<file path="config.mk">
export PLATFORM = sky130hd
export DESIGN_NAME = full_hash_des
export DESIGN_NICKNAME = d
export VERILOG_FILES = /design/src/rtl/full_hash_des.sv
export SDC_FILE = /design/constraint.sdc
export NUM_CORES = 1
export LEC_CHECK = 0
export CAP_MARGIN = 25
export CELL_PAD_IN_SITES_DETAIL_PLACEMENT = 1
export CELL_PAD_IN_SITES_GLOBAL_PLACEMENT = 1
export CORE_MARGIN = 2
export CORE_UTILIZATION = 44
export DETAILED_ROUTE_END_ITERATION = 16
export PLACE_DENSITY = 0.77
export RECOVER_POWER = 50
export REMOVE_ABC_BUFFERS = 1
export SLEW_MARGIN = 10
export SYNTH_ARGS = -nofsm -noshare
export SYNTH_HDL_FRONTEND = slang
export SYNTH_SLANG_ARGS = --single-unit
</file>
<file path="constraint.sdc">
create_clock -name clk -period 8.01 [get_ports clk]
set_input_delay 2.0025 -clock clk [delete_from_list [all_inputs] [get_ports clk]]
set_output_delay 2.0025 -clock clk [all_outputs]
set_load 0.01 [all_outputs]
</file>
<file path="src/rtl/full_hash_des.sv">
// Byte-serial hash over a nibble chaining state mixed through DES S-box 1.
// Length-prefixed messages, digest registered one clock after the last byte.
module full_hash_des (
  input  logic        clk,
  input  logic        rst_n,
  input  logic        M_valid,
  input  logic [63:0] C_in,
  input  logic [7:0]  M,
  output logic        hash_ready,
  output logic [31:0] digest_final
);

  typedef enum logic [1:0] {IDLE, ABSORB, FINAL} state_t;
  typedef logic [7:0][3:0] hvec_t;

  // h[0] sits in the low nibble here; the digest reorders it to the top
  localparam hvec_t H_INIT = {4'h3, 4'h0, 4'hF, 4'hD,
                              4'h1, 4'h7, 4'hB, 4'h4};

  localparam logic [63:0] S1_R0 = 64'hE4D12FB83A6C5907;
  localparam logic [63:0] S1_R1 = 64'h0F74E2D1A6CB9538;
  localparam logic [63:0] S1_R2 = 64'h41E8D62BFC973A50;
  localparam logic [63:0] S1_R3 = 64'hFC8249175B3EA06D;

  state_t      state;
  hvec_t       h;
  hvec_t       h_src;
  hvec_t       h_abs;
  hvec_t       h_fin;
  logic [63:0] len;
  logic [63:0] cnt;
  logic [63:0] cnt_inc;

  function automatic logic [5:0] compress(input logic [7:0] b);
    return {b[7] ^ b[2], b[6], b[5], b[4] ^ b[1], b[3], b[0]};
  endfunction

  function automatic logic [3:0] sbox1(input logic [5:0] x);
    logic [63:0] row;
    unique case ({x[5], x[0]})
      2'd0:    row = S1_R0;
      2'd1:    row = S1_R1;
      2'd2:    row = S1_R2;
      default: row = S1_R3;
    endcase
    row = row << {x[4:1], 2'b00};
    return row[63:60];
  endfunction

  function automatic logic [3:0] rotl4(input logic [3:0] x,
                                       input logic [1:0] n);
    logic [3:0] r;
    unique case (n)
      2'd1:    r = {x[2:0], x[3]};
      2'd2:    r = {x[1:0], x[3:2]};
      2'd3:    r = {x[0], x[3:1]};
      default: r = x;
    endcase
    return r;
  endfunction

  // In-place update: H[7] already sees the new H[0] of this round
  function automatic hvec_t one_round(input hvec_t hi,
                                      input logic [3:0] s);
    hvec_t ho;
    ho = hi;
    for (int j = 0; j < 8; j++)
      ho[3'(j)] = rotl4(ho[3'(j + 1)] ^ s, 2'(j));
    return ho;
  endfunction

  function automatic hvec_t absorb(input hvec_t hi,
                                   input logic [7:0] b);
    hvec_t      ho;
    logic [3:0] s;
    ho = hi;
    s  = sbox1(compress(b));
    for (int r = 0; r < 32; r++)
      ho = one_round(ho, s);
    return ho;
  endfunction

  function automatic hvec_t finalize(input hvec_t hi,
                                     input logic [63:0] l);
    hvec_t ho;
    ho = hi;
    for (int r = 0; r < 32; r++)
      ho = one_round(ho, sbox1(compress(l[{3'(r), 3'b000} +: 8])));
    return ho;
  endfunction

  always_comb begin
    h_src   = (state == IDLE) ? H_INIT : h;
    h_abs   = absorb(h_src, M);
    h_fin   = finalize(h, len);
    cnt_inc = cnt + 64'd1;
  end

  always_ff @(posedge clk or posedge rst_n) begin
    if (rst_n) begin
      state        <= IDLE;
      hash_ready   <= 1'b0;
      digest_final <= '0;
      cnt          <= '0;
      len          <= '0;
      h            <= H_INIT;
    end else begin
      unique case (state)
        IDLE: begin
          if (M_valid) begin
            len        <= C_in;
            hash_ready <= 1'b0;
            if (C_in == 64'd0) begin
              h     <= H_INIT;
              cnt   <= '0;
              state <= FINAL;
            end else begin
              h     <= h_abs;
              cnt   <= 64'd1;
              state <= (C_in == 64'd1) ? FINAL : ABSORB;
            end
          end
        end
        ABSORB: begin
          if (M_valid) begin
            h   <= h_abs;
            cnt <= cnt_inc;
            if (cnt_inc == len)
              state <= FINAL;
          end
        end
        FINAL: begin
          digest_final <= {h_fin[0], h_fin[1], h_fin[2], h_fin[3],
                           h_fin[4], h_fin[5], h_fin[6], h_fin[7]};
          hash_ready   <= 1'b1;
          state        <= IDLE;
        end
        default: state <= IDLE;
      endcase
    end
  end

endmodule

</file>
==> Word level (Yosys, flattened, before mapping) <==
Index checks and enable logic that the tools add are counted.
{ "word_totals": {"inputBits": 75, "word_cells": 46, "regBits": 179, "output_inout_bits": 33} }
{ "op_classes": {"eq_ne": 7, "n_addsub": 1, "muxes": 17, "n_reduce_logical": 8} }
{ "op_table": {"columns": ["cell", "n"], "rows": [
  ["$mux W32", 4],
  ["$mux W64", 2],
  ["$pmux W64 S2", 1],
  ["$add A64 B1 Y64 const B", 1],
  ["$eq A64 B1 Y1 const B", 1],
  ["$eq A64 B64 Y1", 1],
  ["$logic_not A64 Y1", 1],
  ["$pmux W32 S2", 1],
  ["$mux W2", 5],
  ["$ne A2 B2 Y1 const B", 3],
  ["$reduce_and A3 Y1", 2],
  ["$pmux W2 S2", 1],
  ["$reduce_and A2 Y1", 2],
  ["$reduce_bool A2 Y1", 2],
  ["$eq A2 B1 Y1 const B", 1],
  ["$eq A2 B2 Y1 const B", 1],
  ["$logic_not A2 Y1", 1],
  ["$mux W1", 2],
  ["$pmux W1 S2", 1]
]} }

==> Longest topological paths before layout <==
{ "depth": {"ltp_word": 5, "mapped_depth": 12, "mapped_depth_nobuf": 10} }

==> Worst setup path after synthesis <==
OpenSTA, ideal clock, no wires.
{ "synth_path": {"kind": "input to register", "startpoint": "input port M_valid", "endpoint": "register state[1]", "required_time_ns": 7.943, "setup_slack_ns": 4.648, "setup_time_ns": 0.067, "n_path_buf": 0, "stages": 7, "arrival_ns": 3.295, "cell_sequence": "nand4_1 -> a221oi_1 -> nand3_1 -> nor4_1 -> nand4_2 -> nor4_4 -> a32o_2"} }
{ "synth_via": {"elab_chain_cells": 2, "word_cells_on_any_way": 3, "classes_between": "2 x eq/ne; 1 x reduce/logical"} }
{ "synth_lines": {"columns": ["item", "line", "rtl"], "rows": [
  ["start, declared", "6", "input logic M_valid,"],
  ["$ne A2 B2 Y1 (no source line)", null, null],
  ["$reduce_and A3 Y1 (no source line) *", null, null],
  ["end signal, assigned", "120", "state <= (C_in == 64'd1) ? FINAL : ABSORB;"],
  ["end, declared", "25", "state_t state;"]
]} }
Mark *: on every way between the ends. The rest lies on a longest branch, timed or not.
A chain may end at the register's enable or synchronous reset.

==> Worst setup path after layout <==
{ "layout_path": {"startpoint": "input port M_valid", "endpoint": "register len[16]"} }
{ "layout_via": {"elab_chain_cells": 1} }
{ "layout_lines": {"columns": ["item", "line", "rtl"], "rows": [
  ["$reduce_and A2 Y1 (no source line)", null, null],
  ["end signal, assigned", "111", "len <= C_in;"],
  ["end, declared", "30", "logic [63:0] len;"]
]} }
Every way passes these cells.

==> impl_metrics.tcl <==
set metrics [dict create \
    run_status "finished, violations left" \
    violated_checks "max-capacitance violations, max-slew violations" \
    grt_remaining_overflow 0 \
    groute.layer.met2.usage_pct 41.93 \
    number_of_cells_produced_by_synthesis 967 \
    fin_area_um2 10970 \
    antenna-diode-count 0 \
    synth_edf_count 0 \
    hold_viol_final 0 \
    finalSetupViolations 0 \
    worstSetupEndpointType "flop" \
    sequential_to_total_area_share_from_yosys_stat_pct 43.09 \
    cellLeakagePower_nw 4.907 \
    ys_types 64 \
    syn_avg_cell_area_um2 9.816 \
    synth_async_sr_flop_share_pct 100.0 \
    die-area_um2 22760 \
    total_power_mw 2.052 \
    design.final.nets 1098 \
    grt.total_usage_pct 25.68 \
    globalRouteMet1Util_pct 34.92 \
    top_post_synthesis_cells_by_area "sky130_fd_sc_hd__dfrtp_1, sky130_fd_sc_hd__mux2_2, sky130_fd_sc_hd__xnor2_1, sky130_fd_sc_hd__nand2_1, sky130_fd_sc_hd__o21ai_0" \
    antenna_found_initial 1 \
    place.detailed.hpwl_um 19280 \
    root_buffer "sky130_fd_sc_hd__clkbuf_16" \
    yosys-top-cells-count "sky130_fd_sc_hd__dfrtp_1, sky130_fd_sc_hd__nand2_1, sky130_fd_sc_hd__mux2_2" \
    cts_inserted_buffers 17 \
    setup_repair_bufs_after_cts 0 \
    largest_net_degree_at_the_start_of_global_routing 84 \
    max_cap_violations 3 \
    power.ir.vdd_worst_mv 0.1402 \
    std_cell_rows 53 \
    compound_gate_portion_of_the_synthesized_area_pct 10.39 \
    die_height_um 150.9 \
    io_buffers 83 \
    clk_sink_count 163 \
    crit_path_max_fanout 44 \
    synth_top_family_by_area "simple AND/OR/NAND/NOR gates" \
    path_clk_slew_ns 0.08 \
    area.growth.synth_to_final_pct 15.53 \
    hp-class "reg -> reg" \
    achievable-frequency_mhz 170.3 \
    postPlaceCellArea_um2 10300 \
    criticalPathCategory "in -> reg" \
    cts.repair.resized 0 \
    netlist.top_cell.by_area "sky130_fd_sc_hd__dfrtp_1" \
    final_period_minus_worst_setup_slack_ns 5.872 \
    routed_wire_length_per_instance_um 21.29 \
    routed_wl_um 27890 \
    drt_initial_violations 627 \
    first_global_vias 8073 \
    ys_seq_elements 163 \
    worstPathRequired_ns 8.34 \
    start_util_pct 45.01 \
    cts_tree "yes" \
    remaining_drc_errors 0 \
    critPathArrivalTime_ns 6.20 \
    worst_slew_pin_slew_ns 3.853 \
    yosys.area_share.adder_pct 0.1318 \
    ios 108 \
    cellPowerDensity_nw_per_um2 187.1 \
    timing_max_transition_violations_final 151 \
    synth_simple_gate_area_share_pct 21.13 \
    multiInputGateArea_um2 4926 \
    yosys.cell_count.top_type "sky130_fd_sc_hd__dfrtp_1" \
    fillers 2362 \
    synthDominantCellAreaShare_pct 40.60 \
    final-seq-area_um2 4090 \
    finClkSkew_ns 0.01435 \
    yosys.area_share.xor_xnor_pct 9.320 \
    synth_ff_type "sky130_fd_sc_hd__dfrtp_1" \
    clkLatencyLatePin_ns 0.45 \
    htree_num_levels 4 \
    synth.cell_area_um2 9492 \
    synth_warnings 0 \
    coreArea_um2 21090 \
    final_weighted_congestion_in_routability_driven_placement 0.9075 \
    share_of_synthesized_area_spent_on_multiplexers_pct 10.22 \
    holdBufCountCts 0 \
    cts-root-to-sink-buffers 2 \
    detail_route.first_pass.iterations 5 \
    placement.setup.worst_slack_ns 3.292 \
    timing.slew.headroom_pct -158.3 \
    fp.dieW_um 150.9 \
    startpoint_type "input pin" \
    finalWorstSetupSlack_ns 2.138 \
    first_pass_grt_wire_length_um 44590 \
    global_route.peak_usage_layer "met2" \
    drive_above_1_share_pct 15.46 \
    vias 7742 \
    portion_of_the_clock_cycle_consumed_by_the_worst_path_in_the_final_layout_pct 73.31 \
    drt-vias-per-instance 5.910 \
    setup_tns_ns 0 \
    grt_setup_unrepaired "no" \
    antenna_violating_nets_post_route 0 \
    gr-usage-met3_pct 4.608 \
]
cell usage in the layout (no fill, tap or decap), drive strengths merged, types with 9 or more instances in the layout:
cell type,instances
a21oi,26
a31oi,12
and2,12
and3,11
buf,9
clkbuf,19
clkdlybuf4s50,64
conb,16
dfrtp,154
dfstp,9
dlygate4sd3,19
inv,17
mux2,79
nand2,135
nand2b,9
nand3,34
nand4,37
nor2,49
nor3,21
nor4,33
o21ai,56
o31ai,34
xnor2,70
xor2,31
area by class of cell:
class,count,area share (%)
Multi-Input combinational cell,736,44.92
Inverter,10,0.3537
Timing Repair Buffer,94,8.569
Clock buffer,17,3.880
Sequential cell,163,37.30
Clock inverter,15,1.837
Tap cell,275,3.138
metrics by stage:
step / utilization, % / hold WS (ns) / cells
detailed placement: 48.85 / 0.4703 / 1275
CTS: 51.82 / 0.4948 / 1307
global placement: 48.85 / 0.4674 / 1275
floorplan: - / 0.4494 / 909
finish: 52.00 / 0.4861 / 1310
global route: 52.00 / 0.5102 / 1310
metal layers:
| layer | vias up | routed length (µm) |
|---|---|---|
| li1 | 3541 | - |
| met2 | 193 | 13310 |
| met3 | 37 | 1198 |
| met5 | - | 13 |
| met4 | 2 | 550 |
| met1 | 3969 | 12820 |
worst max-delay path, cell delays in order:
cell and delay, ns:
sky130_fd_sc_hd__dlygate4sd3_1 0.58, sky130_fd_sc_hd__nor2b_1 1.98, sky130_fd_sc_hd__nand2_4 0.84, sky130_fd_sc_hd__buf_12 0.43, sky130_fd_sc_hd__mux2_2 0.31
kinds of logic after synthesis:
kind of cell / count (synthesis)
fa+ha+maj: 1
buf+inv: 83
simple gates: 375
flops: 163
xor+xnor: 101
compound gates: 156
other cells: 1
mux: 87
sequential cells by signal (all words and copies together) (netlist names):
name	count
state	2
len	64
hash_ready	1
digest_final	16
h	16
cnt	64
power by group:
group | internal (mW) | leakage, nW | switching [mW]
registers | 0.845 | 2.18 | 0.0571
clock network | 0.432 | 0.303 | 0.432
logic | 0.122 | 2.43 | 0.164
final timing paths:
| kind | startpoint | to | slack (ns) | cells past startpoint |
|---|---|---|---|---|
| max | M_valid | len[16]$_DFFE_PP0P_ | 2.14 | 5 |
| max reg2reg | cnt[0]$_DFFE_PP0P_ | state[0]$_DFFE_PP0P_ | 3.69 | 10 |
| min reg2reg | h[26]$_DFFE_PP0P_ | h[26]$_DFFE_PP0P_ | 0.49 | 1 |
| min | h[26]$_DFFE_PP0P_ | h[26]$_DFFE_PP0P_ | 0.49 | 1 |
| max in group asynchronous | rst_n | h[20]$_DFFE_PP1P_ | 2.83 | 4 |
| min in group asynchronous | rst_n | cnt[50]$_DFFE_PP0P_ | 3.15 | 2 |
No activity file was read; power rests on OpenSTA's default activity.
